$ cat src/rtl/demux_2_buf.sv
// demux_2_buf: 2-way stream demultiplexer with one registered slot and a delivery counter per channel
//
// Ports:
//   i_clk, i_rst           clock, synchronous active-high reset
//   i_in, i_s, i_valid     producer word, destination select, valid
//   o_ready                word accepted this cycle (depends only on i_s and the selected channel)
//   o_out0/1, o_valid0/1   channel data and valid
//   i_ready0/1             channel consumer ready
//   o_cnt0/1               per-channel delivered-word counters (wrap modulo 2^CW)
module demux_2_buf #(
    parameter int N  = 64,
    parameter int CW = 16
) (
    input  logic          i_clk,
    input  logic          i_rst,
    input  logic [N-1:0]  i_in,
    input  logic          i_s,
    input  logic          i_valid,
    output logic          o_ready,
    output logic [N-1:0]  o_out0,
    output logic          o_valid0,
    input  logic          i_ready0,
    output logic [N-1:0]  o_out1,
    output logic          o_valid1,
    input  logic          i_ready1,
    output logic [CW-1:0] o_cnt0,
    output logic [CW-1:0] o_cnt1
);
    typedef enum logic {EMPTY = 1'b0, FULL = 1'b1} state_t;
    state_t        st0_q, st0_d, st1_q, st1_d;
    logic [N-1:0]  out0_q, out0_d, out1_q, out1_d;
    logic [CW-1:0] cnt0_q, cnt0_d, cnt1_q, cnt1_d;
    logic          free0, free1, ld0, ld1, xo0, xo1;
    always_comb begin
        xo0     = (st0_q == FULL) && i_ready0;
        xo1     = (st1_q == FULL) && i_ready1;
        // a slot is free if empty or draining this cycle, which gives pass-through
        free0   = (st0_q == EMPTY) || i_ready0;
        free1   = (st1_q == EMPTY) || i_ready1;
        o_ready = i_s ? free1 : free0;
        ld0     = i_valid && o_ready && !i_s;
        ld1     = i_valid && o_ready && i_s;
        st0_d   = ld0 ? FULL : (xo0 ? EMPTY : st0_q);
        st1_d   = ld1 ? FULL : (xo1 ? EMPTY : st1_q);
        out0_d  = ld0 ? i_in : out0_q;
        out1_d  = ld1 ? i_in : out1_q;
        cnt0_d  = cnt0_q + CW'(xo0);
        cnt1_d  = cnt1_q + CW'(xo1);
    end
    always_ff @(posedge i_clk) begin
        if (i_rst) begin
            st0_q  <= EMPTY;
            st1_q  <= EMPTY;
            out0_q <= '0;
            out1_q <= '0;
            cnt0_q <= '0;
            cnt1_q <= '0;
        end else begin
            st0_q  <= st0_d;
            st1_q  <= st1_d;
            out0_q <= out0_d;
            out1_q <= out1_d;
            cnt0_q <= cnt0_d;
            cnt1_q <= cnt1_d;
        end
    end
    assign o_valid0 = (st0_q == FULL);
    assign o_valid1 = (st1_q == FULL);
    assign o_out0   = out0_q;
    assign o_out1   = out1_q;
    assign o_cnt0   = cnt0_q;
    assign o_cnt1   = cnt1_q;
endmodule

$ cat config.mk
export PLATFORM = sky130hd
export DESIGN_NAME = demux_2_buf
export DESIGN_NICKNAME = d
export VERILOG_FILES = /design/src/rtl/demux_2_buf.sv
export SDC_FILE = /design/constraint.sdc
export NUM_CORES = 1
export LEC_CHECK = 0
export ABC_AREA = 1
export CORE_ASPECT_RATIO = 1.2
export CORE_MARGIN = 3
export CORE_UTILIZATION = 40
export DETAILED_ROUTE_END_ITERATION = 12
export PLACE_DENSITY = 0.76
export SLEW_MARGIN = 20
export SYNTH_ARGS = -nofsm -noshare
export SYNTH_HDL_FRONTEND = slang
export SYNTH_SLANG_ARGS = --single-unit
export TNS_END_PERCENT = 20
$ cat constraint.sdc
create_clock -name i_clk -period 1.4 [get_ports i_clk]
set_input_delay 0.21 -clock i_clk [delete_from_list [all_inputs] [get_ports i_clk]]
set_output_delay 0.21 -clock i_clk [all_outputs]
set_load 0.1 [all_outputs]
== Yosys cells after proc, flatten, opt, wreduce, memory -nomap -nowiden ==
Cells that the tools add are included.

* Output and inout port bits: 163
* Input port bits: 70
* Register bits: 162
* Logic and storage cells: 25

* Reductions and logical operators: 10
* Muxes and demuxes: 5
* Add/sub/neg operators: 2
* Bitwise logic cells: 2

{| class="wikitable"
|+ Operators with widths
! operator !! number
|-
| 16-bit by 1-bit adder with 16-bit output || 2
|-
| 1-bit logical AND || 5
|-
| 1-bit two-way mux || 5
|-
| 2-bit nonzero test || 2
|-
| 1-bit logical OR || 2
|-
| 1-bit NOT || 2
|-
| 1-bit logical NOT || 1
|}

== Longest topological paths before layout ==
Gate-level depths: netlist of run 1.

* Word-level depth: 6
* Gate-level depth with buffers: 10
* Gate-level depth less buffers: 10

== Worst setup path after synthesis of run 1 ==
OpenSTA, ideal clock, no wires.

* Path kind: register -> register
* Start: register st0_q (netlist: o_valid0)
* End: register cnt0_q[10] (netlist: o_cnt0[10])
* Buffers on the path: 0
* Stages on the path, launching flop included: 10
* Setup time: 123 ps
* Clock period less this slack: 2237 ps
* Arrival time: 2114 ps
* Path slack: -837 ps
* Data required time: 1277 ps
* Path through: dfxtp_1 > nand2_1 > inv_1 > ha_1 > ha_1 > nand3_1 > nor2_4 > nand2_1 > o21ai_0 > a21oi_1

* Longest elaborated chain between the ends: 2

{| class="wikitable"
|+ Ends and longest elaborated chain
! what !! RTL line !! text
|-
| from (decl) || 30 || <nowiki>state_t st0_q, st0_d, st1_q, st1_d;</nowiki>
|-
| from (signal assigned) || 59 || <nowiki>st0_q <= st0_d;</nowiki>
|-
| 1-bit logical AND || 35 || <nowiki>xo0 = (st0_q == FULL) && i_ready0;</nowiki>
|-
| 16-bit by 1-bit adder with 16-bit output || 47 || <nowiki>cnt0_d = cnt0_q + CW'(xo0);</nowiki>
|-
| to (signal assigned) || 63 || <nowiki>cnt0_q <= cnt0_d;</nowiki>
|-
| to (decl) || 32 || <nowiki>logic [CW-1:0] cnt0_q, cnt0_d, cnt1_q, cnt1_d;</nowiki>
|}

Every way passes these cells.
A chain may end at the register's enable or synchronous reset.

== Worst setup path in the final report of run 1 ==
* Start: register st0_q (netlist: o_valid0)
* End: register cnt0_q[8] (netlist: o_cnt0[8])

The elaborated chain is that of the path after synthesis.

==> results of run 1 <==
==> worst max-delay path, stage by stage (launching register included) <==
cell and delay, ps:
dfxtp_4 350, nand2_2 50, inv_2 80, ha_4 150, ha_4 140, nand3_4 90
nor2_4 210, buf_4 150, nand3_1 70, a21oi_1 160
==> kinds of logic after synthesis <==
logic type | share of synthesized area, %
simple gates | 25.24
flops | 51.91
buf+inv | 8.913
compound gates | 11.62
xor+xnor | 1.121
fa+ha+maj | 1.202
==> repair_timing <==
action | 4_1_cts | 5_1_grt
cloned | 0 | 6
setup buffers | 4 | 9
pin swaps | 5 | 14
setup endpoints to repair | 8 | 133
gates resized for setup | 2 | 25
==> cell type report <==
type | instances | share of cell area [%]
Tap cell | 204 | 2.201
Timing Repair Buffer | 282 | 39.80
Sequential cell | 162 | 28.44
Multi-Input combinational cell | 556 | 22.69
Inverter | 49 | 1.618
Clock buffer | 24 | 4.509
Clock inverter | 8 | 0.7551
==> registers in the layout, indices dropped and copies added (netlist names) <==
signal,cells
o_cnt0,16
o_out0,64
o_valid1,1
o_valid0,1
o_out1,64
o_cnt1,16
==> path summary, 6_finish.rpt <==
check | start | to | cells past startpoint
hold reg to reg | o_cnt0[13]$_SDFF_PP0_ | o_cnt0[13]$_SDFF_PP0_ | 2
setup / recovery | o_valid0$_SDFFE_PP0P_ | o_cnt0[8]$_SDFF_PP0_ | 9
hold / removal | i_in[54] | o_out0[54]$_SDFFE_PP0P_ | 3
setup reg to reg | o_valid0$_SDFFE_PP0P_ | o_cnt0[8]$_SDFF_PP0_ | 9
==> metal layers <==
layer	share of wire, %	global-route usage, %	up-vias
met5	0	0	-
met4	3.6	10.55	0
met2	52	42.63	227
met3	7.5	8.796	47
li1	-	-	3075
met1	37	25.31	3000
==> through the flow <==
stage                     worst slack (ps)  TNS [ps]
after floorplan                     -205.0     -1886
after global placement              -359.5    -31000
after detailed placement            -408.1    -33740
after CTS                           -41.58    -179.7
after global routing                -161.7     -7859
final                               -107.2    -482.4
==> power by group <==
| part | switching [mW] | internal, mW | total, mW |
|---|---|---|---|
| clock | 1.94 | 2.82 | 4.76 |
| combinational | 2.55 | 1.44 | 3.99 |
| sequential | 0.275 | 4.87 | 5.14 |
| total | 4.76 | 9.13 | 13.9 |
==> synth_stat cells <==
| cell type | n |
|---|---|
| a21oi_1 | 12 |
| nand2_2 | 4 |
| nand3_1 | 19 |
| inv_1 | 46 |
| dfxtp_1 | 162 |
| nor3_1 | 4 |
| xnor2_1 | 4 |
| o21ai_0 | 94 |
| clkbuf_1 | 14 |
| buf_2 | 4 |
| xor2_1 | 4 |
| nor2_4 | 4 |
| nand2_1 | 63 |
| ha_1 | 6 |
| buf_6 | 26 |
| nor2_1 | 297 |
| buf_4 | 1 |
| nand4_1 | 4 |
| o21ai_1 | 39 |
| inv_2 | 3 |
| nor3b_1 | 2 |
==> reports/results.tsv, run 1 <==
metric	value	unit
outcome	complete, but fails checks	
violations	negative setup slack	
ys_warn_count	0	
row_count	49	
fin_hold_ws	396.3	ps
core	0.01514	mm2
r2r_slack	-110	ps
vias	6349	
design.die.area	0.01716	mm2
place.gp.congestion	0.8584	
slew_headroom	80.14	%
wl_per_cell	16.84	um
placed_cells	1236	
cts_root_buffer	clkbuf_16	
cp-start-kind	flip-flop	
wirelength	21.64	mm
antenna_found_initial	0	
yosysSeqAreaShare	51.91	%
fin_crit_sh	107.7	%
dpl_cell_area	0.01069	mm2
syn_inst	812	
grt_pass1_vias	6506	
netlist.area_leader.share	51.91	%
cp_max_fo	6	
netlist_area	0.006247	mm2
leakagePower	4.905	nW
seq_area	0.003298	mm2
num_antenna_cells	0	
slew_viol_final	0	
dp_hpwl	14.44	mm
postCtsHoldBufs	0	
layout.nets	1144	
instances_no_fill	1285	
synth_nets	888	
io-pin-count	233	
ctsHtreeMaxLevel	4	
worstPathArrival	1850	ps
setup_violations	19	
cp-end-kind	flip-flop	
drive_gt1_share	29.69	%
min_path_type	input port to flip-flop	
drt_iter0_drc	331	
portBuffers	232	
grt_max_degree	67	
final_cell_mix	nor2_1 (287), buf_12 (178), dfxtp_1 (130)	
grt-ovfl-total	0	
clk_latency	420	ps
areaGrowthSynthToFinish	85.66	%
worst_slack	-107.2	ps
n_fill_cell	989	
power.density	1198	mW/mm2
tightest_slew	296.7	ps
die_y	142.9	um
viasPerCell	4.941	
grt_use_total	23.92	%
dieWidth	120.1	um
hold_viol_final	0	
power	13.89	mW
clk_pin_slew_worst_paths	60	ps
fin_skew	6.600	ps
cp_data_required_time	1740	ps
grt_pass1_wl	32.68	mm
drc_errors	0	
ys_ff_latch	162	
cts_inserted_buffers	17	
worstSetupPathType	flip-flop to flip-flop	
post-route-util	76.59	%
peakVddDrop	0.0009643	V
dr.pass1.iters	5	
ys_types	21	
ys_top_cells_by_area	dfxtp_1 (52%), nor2_1 (18%), o21ai_0 (7.5%)	
fin_crit	1507	ps
maxCapViolCount	0	
yosys.area.top_type	dfxtp_1	
mostFrequentLayoutCell	nor2_1	
stdcell_area	0.01160	mm2
syn_avg_cell_area	7.694	um2
multi_input_area	0.002631	mm2
cts_tree	built	
fmax	663.5	MHz
rsz0062_at_grt	yes	
antenna_left	0	
clock_sinks	162	
start_util	41.25	%
clk_path_buf_depth	2	
Power figures use the tool's default switching activity.
==> run 2, diff against run 1 <==
--- a/config.mk
+++ b/config.mk
@@ -9,6 +9,7 @@
 export CORE_ASPECT_RATIO = 1.2
 export CORE_MARGIN = 3
 export CORE_UTILIZATION = 40
+export CTS_CLUSTER_SIZE = 10
 export DETAILED_ROUTE_END_ITERATION = 12
 export PLACE_DENSITY = 0.76
 export SLEW_MARGIN = 20
==> results of run 2 <==
No change in the layout: final DEF, timing and power equal those of run 1.
